===== src/rtl/div_vl_pkg.sv =====
// Shared definitions for the variable-latency divider: data width, FSM state
// encoding and the all-ones quotient reported on divide-by-zero.
package div_vl_pkg;

    localparam int WIDTH = 32;

    typedef enum logic [2:0] {
        IDLE = 3'd0,
        LOAD = 3'd1,
        ITER = 3'd2,
        FIX  = 3'd3,
        DONE = 3'd4
    } state_t;

    localparam logic [WIDTH-1:0] QUOT_ONES = '1;

endpackage


===== src/rtl/div_vl_lzc32.sv =====
// 32-bit leading-zero counter, purely combinational; an all-zero input gives 32.
module lzc32 (
    input  logic [31:0] value,
    output logic [5:0]  count
);

    // Ascending scan: the highest set bit is the last one to write count.
    always_comb begin
        count = 6'd32;
        for (int i = 0; i < 32; i++) begin
            if (value[i]) begin
                count = 6'(31 - i);
            end
        end
    end

endmodule


===== src/rtl/div_vl.sv =====
// Variable-latency restoring divider that skips the dividend's leading zeros.
// Define DIV_VL_SIGNED_EN for two's-complement operands; otherwise unsigned.
module div_vl #(
    parameter int WIDTH = div_vl_pkg::WIDTH
) (
    input  logic             clock,
    input  logic             reset,
    input  logic             start,
    input  logic [WIDTH-1:0] dvdnd,
    input  logic [WIDTH-1:0] dvsor,
    output logic [WIDTH-1:0] quot,
    output logic [WIDTH-1:0] rmdr,
    output logic             valid,
    output logic             busy,
    output logic             div_zero
);

    import div_vl_pkg::*;

    state_t      state;
    logic [31:0] op_a;
    logic [31:0] op_b;
    logic [31:0] mag_b;
    logic [31:0] qa;
    logic [31:0] rem;
    logic [5:0]  cnt;
    logic [5:0]  lz;
    logic        sign_a;
    logic        sign_b;
    logic [31:0] abs_a;
    logic [31:0] abs_b;
    logic [32:0] rem_sh;
    logic        take;

`ifdef DIV_VL_SIGNED_EN
    logic neg_q;
    logic neg_r;
    assign sign_a = op_a[31];
    assign sign_b = op_b[31];
`else
    assign sign_a = 1'b0;
    assign sign_b = 1'b0;
`endif

    assign abs_a = sign_a ? (32'd0 - op_a) : op_a;
    assign abs_b = sign_b ? (32'd0 - op_b) : op_b;

    lzc32 u_lzc (
        .value (abs_a),
        .count (lz)
    );

    // One restoring step: shift in the next dividend bit, subtract if it fits.
    assign rem_sh = {rem, qa[31]};
    assign take   = rem_sh >= {1'b0, mag_b};

    always_ff @(posedge clock) begin
        if (reset) begin
            state    <= IDLE;
            quot     <= '0;
            rmdr     <= '0;
            valid    <= 1'b0;
            busy     <= 1'b0;
            div_zero <= 1'b0;
        end else begin
            valid <= 1'b0;
            case (state)
                // DONE shares IDLE's accept path so a start in the valid cycle chains.
                IDLE, DONE: begin
                    if (start) begin
                        op_a     <= dvdnd;
                        op_b     <= dvsor;
                        quot     <= '0;
                        rmdr     <= '0;
                        div_zero <= 1'b0;
                        busy     <= 1'b1;
                        state    <= LOAD;
                    end else begin
                        busy  <= 1'b0;
                        state <= IDLE;
                    end
                end
                LOAD: begin
                    mag_b <= abs_b;
                    qa    <= abs_a << lz;
                    rem   <= '0;
                    cnt   <= 6'd32 - lz;
`ifdef DIV_VL_SIGNED_EN
                    neg_q <= sign_a ^ sign_b;
                    neg_r <= sign_a;
`endif
                    if (op_b == 32'd0) begin
                        quot     <= QUOT_ONES;
                        rmdr     <= op_a;
                        div_zero <= 1'b1;
                        valid    <= 1'b1;
                        state    <= DONE;
                    end else if (abs_a == 32'd0) begin
                        valid <= 1'b1;
                        state <= DONE;
                    end else if (abs_a < abs_b) begin
                        rmdr  <= op_a;
                        valid <= 1'b1;
                        state <= DONE;
                    end else begin
                        state <= ITER;
                    end
                end
                ITER: begin
                    rem <= take ? 32'(rem_sh - {1'b0, mag_b}) : rem_sh[31:0];
                    qa  <= {qa[30:0], take};
                    cnt <= cnt - 6'd1;
                    if (cnt == 6'd1) begin
                        state <= FIX;
                    end
                end
                FIX: begin
`ifdef DIV_VL_SIGNED_EN
                    quot <= neg_q ? (32'd0 - qa) : qa;
                    rmdr <= neg_r ? (32'd0 - rem) : rem;
`else
                    quot <= qa;
                    rmdr <= rem;
`endif
                    valid <= 1'b1;
                    state <= DONE;
                end
                default: state <= IDLE;
            endcase
        end
    end

endmodule


===== config.mk =====
export PLATFORM = sky130hd
export DESIGN_NAME = div_vl
export DESIGN_NICKNAME = d
export VERILOG_FILES = /design/src/rtl/div_vl_pkg.sv /design/src/rtl/div_vl_lzc32.sv /design/src/rtl/div_vl.sv
export SDC_FILE = /design/constraint.sdc
export NUM_CORES = 1
export LEC_CHECK = 0
export ABC_AREA = 1
export BUFFER_PORTS_ARGS = -buffer_cell sky130_fd_sc_hd__buf_2
export CAP_MARGIN = 30
export CORE_UTILIZATION = 55
export DETAILED_ROUTE_END_ITERATION = 8
export HOLD_SLACK_MARGIN = 0.02
export PLACE_DENSITY = 0.72
export SKIP_CTS_REPAIR_TIMING = 1
export SYNTH_ARGS = -nofsm -noshare
export SYNTH_HDL_FRONTEND = slang
export SYNTH_SLANG_ARGS = --single-unit

===== constraint.sdc =====
create_clock -name clock -period 18.25 [get_ports clock]
set_input_delay 2.7375 -clock clock [delete_from_list [all_inputs] [get_ports clock]]
set_output_delay 2.7375 -clock clock [all_outputs]
set_load 0.02 [all_outputs]

==> results.txt <==
Htree depth -> 1
Max VDD drop -> 0.119 mV
Die area -> 0.0246 mm²
Kind of end point of the critical path -> register
Num CTS Buffers -> 26
Std-Cell Rows -> 56
Avg Cell Area, Syn -> 8.42 µm²
Clock root cell -> clkbuf_16
Yosys warning total -> 0
Hold Slack -> 454 ps
DPL Wire Length -> 27.2 mm
Hold Vio Cnt, Final -> 0
Worst-path fanout max -> 17
Synth Flop Type -> edfxtp_1
Critical Path RT -> 18660 ps
Initial antenna violation count -> 0
Switching part of the total -> 30.2%
Core area -> 0.0235 mm²
Via-per-instance ratio -> 5.81
Area Overhead vs Synth -> 13.5%
First-iteration detailed-routing DRC count -> 1321
Syn_nets -> 1700
Port bufs -> 133
Clock Sinks -> 236
Overall power -> 1.44 mW
Worst Path Arrival -> 4990 ps
Clk slew on worst S/H paths -> 60 ps
FFs w/ async S/R, synth -> 0%
Fmax -> 0.218 GHz
CTS tree -> done
Worst Max-Slew Pin Slew -> 990 ps
Layout cells sized above 1 -> 13.6%
CTS max path bufs -> 3
Worst Clk Skew -> 19.7 ps
Logic pwr share -> 19.2%
Gr usage total -> 31.2%
Final Slew Violations -> 0
Post-synthesis sequential area ratio -> 48.4%
Nets -> 1807
RSZ-0062 raised after global routing -> no
Outcome -> completed
Io pins -> 134
Clk network pwr share -> 35.2%
Pre-CTS WS -> 13390 ps
Routed WL -> 37.8 mm
Most frequent cells in the layout -> nand2_1 (316), nand3_1 (193), edfxtp_1 (166)
Setup tns final -> 0 ps
Post-DR wirelength/cell -> 18.8 µm
PD cells -> 96.4 mW/mm²
Final setup viols -> 0
Sequential share of power -> 45.6%
Mapped Area -> 0.0132 mm²
Via count -> 11699
Number of fill cells -> 2006
Crit Path Category -> register to register
Worst-Skew Late Latency -> 540 ps
Post-synth EDFFs -> 166
Die width -> 157 µm
Routability Congestion -> 0.912
DRC errors left -> 0
Grt ovf -> 0
Multi-input gate area -> 0.00588 mm²
Leakage power -> 6.56 nW
Post-route setup slack -> 13670 ps
Max-cap viol count -> 0
Final Cycle Share -> 25.1%
Largest net degree at the start of global routing -> 73
Period minus WS final -> 4580 ps
N_diodes -> 0
Most common cell after layout, fill and taps aside -> nand2_1
Starting density of the core -> 56.2%
Global-route wire length before repair -> 58.5 mm
Area occupied by registers -> 0.00639 mm²
Net Sw Power -> 435 µW
Final ANT Viol Nets -> 0
Pint -> 1.01 mW
Rel. slew slack -> 33.8%
Mapped Cells -> 1566
Hold Crit Class -> register to register
First-pass DRT Iterations -> 6
Vias in the first global route -> 10358
DIE HEIGHT -> 157 µm
Synth cell types -> 49
Crit path launch type -> register
FF+latch count, synth -> 236
per-layer routing:
layer	vias up	wire length [µm]	GRT usage, %
met5	-	0	0
met4	0	803	7.28
met3	65	3630	3.85
met2	619	16200	45.9
met1	5404	17200	48.4
li1	5611	-	-
flip-flops by register name, indices dropped and copies added, names as in the netlist:
register  cells
rem          32
mag_b        32
cnt           6
valid         1
quot         32
div_zero      1
busy          1
rmdr         32
state         3
abs_b        32
qa           32
abs_a        32
critical path: stages (launching register included):
cell,delay (ps)
edfxtp_1,540
nor4_1,540
a31oi_1,240
nor2_1,130
buf_4,230
inv_2,180
nand2_1,290
nor2_1,130
nor2_1,760
inv_1,190
nor2_1,410
inv_1,310
o21ai_0,180
o211ai_1,190
nand2_1,100
cell type report:
| cell class | count | share of cell area (%) |
|---|---|---|
| clock buffers | 35 | 4.85 |
| multi-input cells | 1090 | 39.3 |
| repair buffers | 151 | 5.62 |
| flip-flops and latches | 236 | 42.7 |
| clock inverters | 13 | 0.686 |
| inverters | 168 | 4.23 |
| well taps | 319 | 2.67 |
power groups by stage:
stage | Sequential [mW] | Clock [mW] | Combinational (mW)
floorplan | 0.682 | 0 | 0.165
global placement | 0.667 | 0 | 0.260
detailed placement | 0.667 | 0 | 0.268
CTS | 0.656 | 0.515 | 0.270
global route | 0.661 | 0.533 | 0.307
finish | 0.657 | 0.508 | 0.276
synthesized netlist by cell type (8+ instances only):
library cell / instances / area, µm²
nand2_1: 317 / 1190
nand3_1: 193 / 966
edfxtp_1: 166 / 4980
inv_1: 164 / 616
nor2_1: 115 / 432
a21oi_1: 114 / 571
o21ai_0: 113 / 566
dfxtp_1: 70 / 1400
ha_1: 66 / 826
clkbuf_1: 50 / 188
a31oi_1: 21 / 131
xnor2_1: 17 / 149
xor2_1: 14 / 123
nor4_1: 13 / 81.3
o21ai_1: 12 / 60.1
a21oi_2: 11 / 96.3
nand4_1: 11 / 68.8
nor3_1: 11 / 55.1
nand2_2: 10 / 62.6
buf_1: 9 / 33.8
a311oi_1: 8 / 70.1
through the flow:
stage	instances	cell area (µm²)	util, %
6_report	2012	15000	63.8
4_1_cts	2010	14900	63.6
5_1_grt	2012	15000	63.8
3_3_place_gp	1961	14100	60.0
2_1_floorplan	1566	13200	-
3_5_place_dp	1962	14100	60.0
cells by family after synthesis:
logic type | Yosys count | synth area share [%]
simple gates | 677 | 22.2
compound gates | 315 | 13.6
buf+inv | 240 | 7.30
flops | 236 | 48.4
fa+ha+maj | 67 | 6.42
xor+xnor | 31 | 2.06
worst paths after layout:
check / end / slack (ps) / cells after the start / from
setup / recovery: qa[16]$_DFFE_PP_ / 13670 / 14 / abs_a[12]$_DFFE_PP_
hold / removal: mag_b[28]$_DFFE_PP_ / 450 / 0 / abs_b[28]$_DFFE_PP_
setup reg to reg: qa[16]$_DFFE_PP_ / 13670 / 14 / abs_a[12]$_DFFE_PP_
hold reg to reg: mag_b[28]$_DFFE_PP_ / 450 / 0 / abs_b[28]$_DFFE_PP_
(Power assumes the default switching activity.)
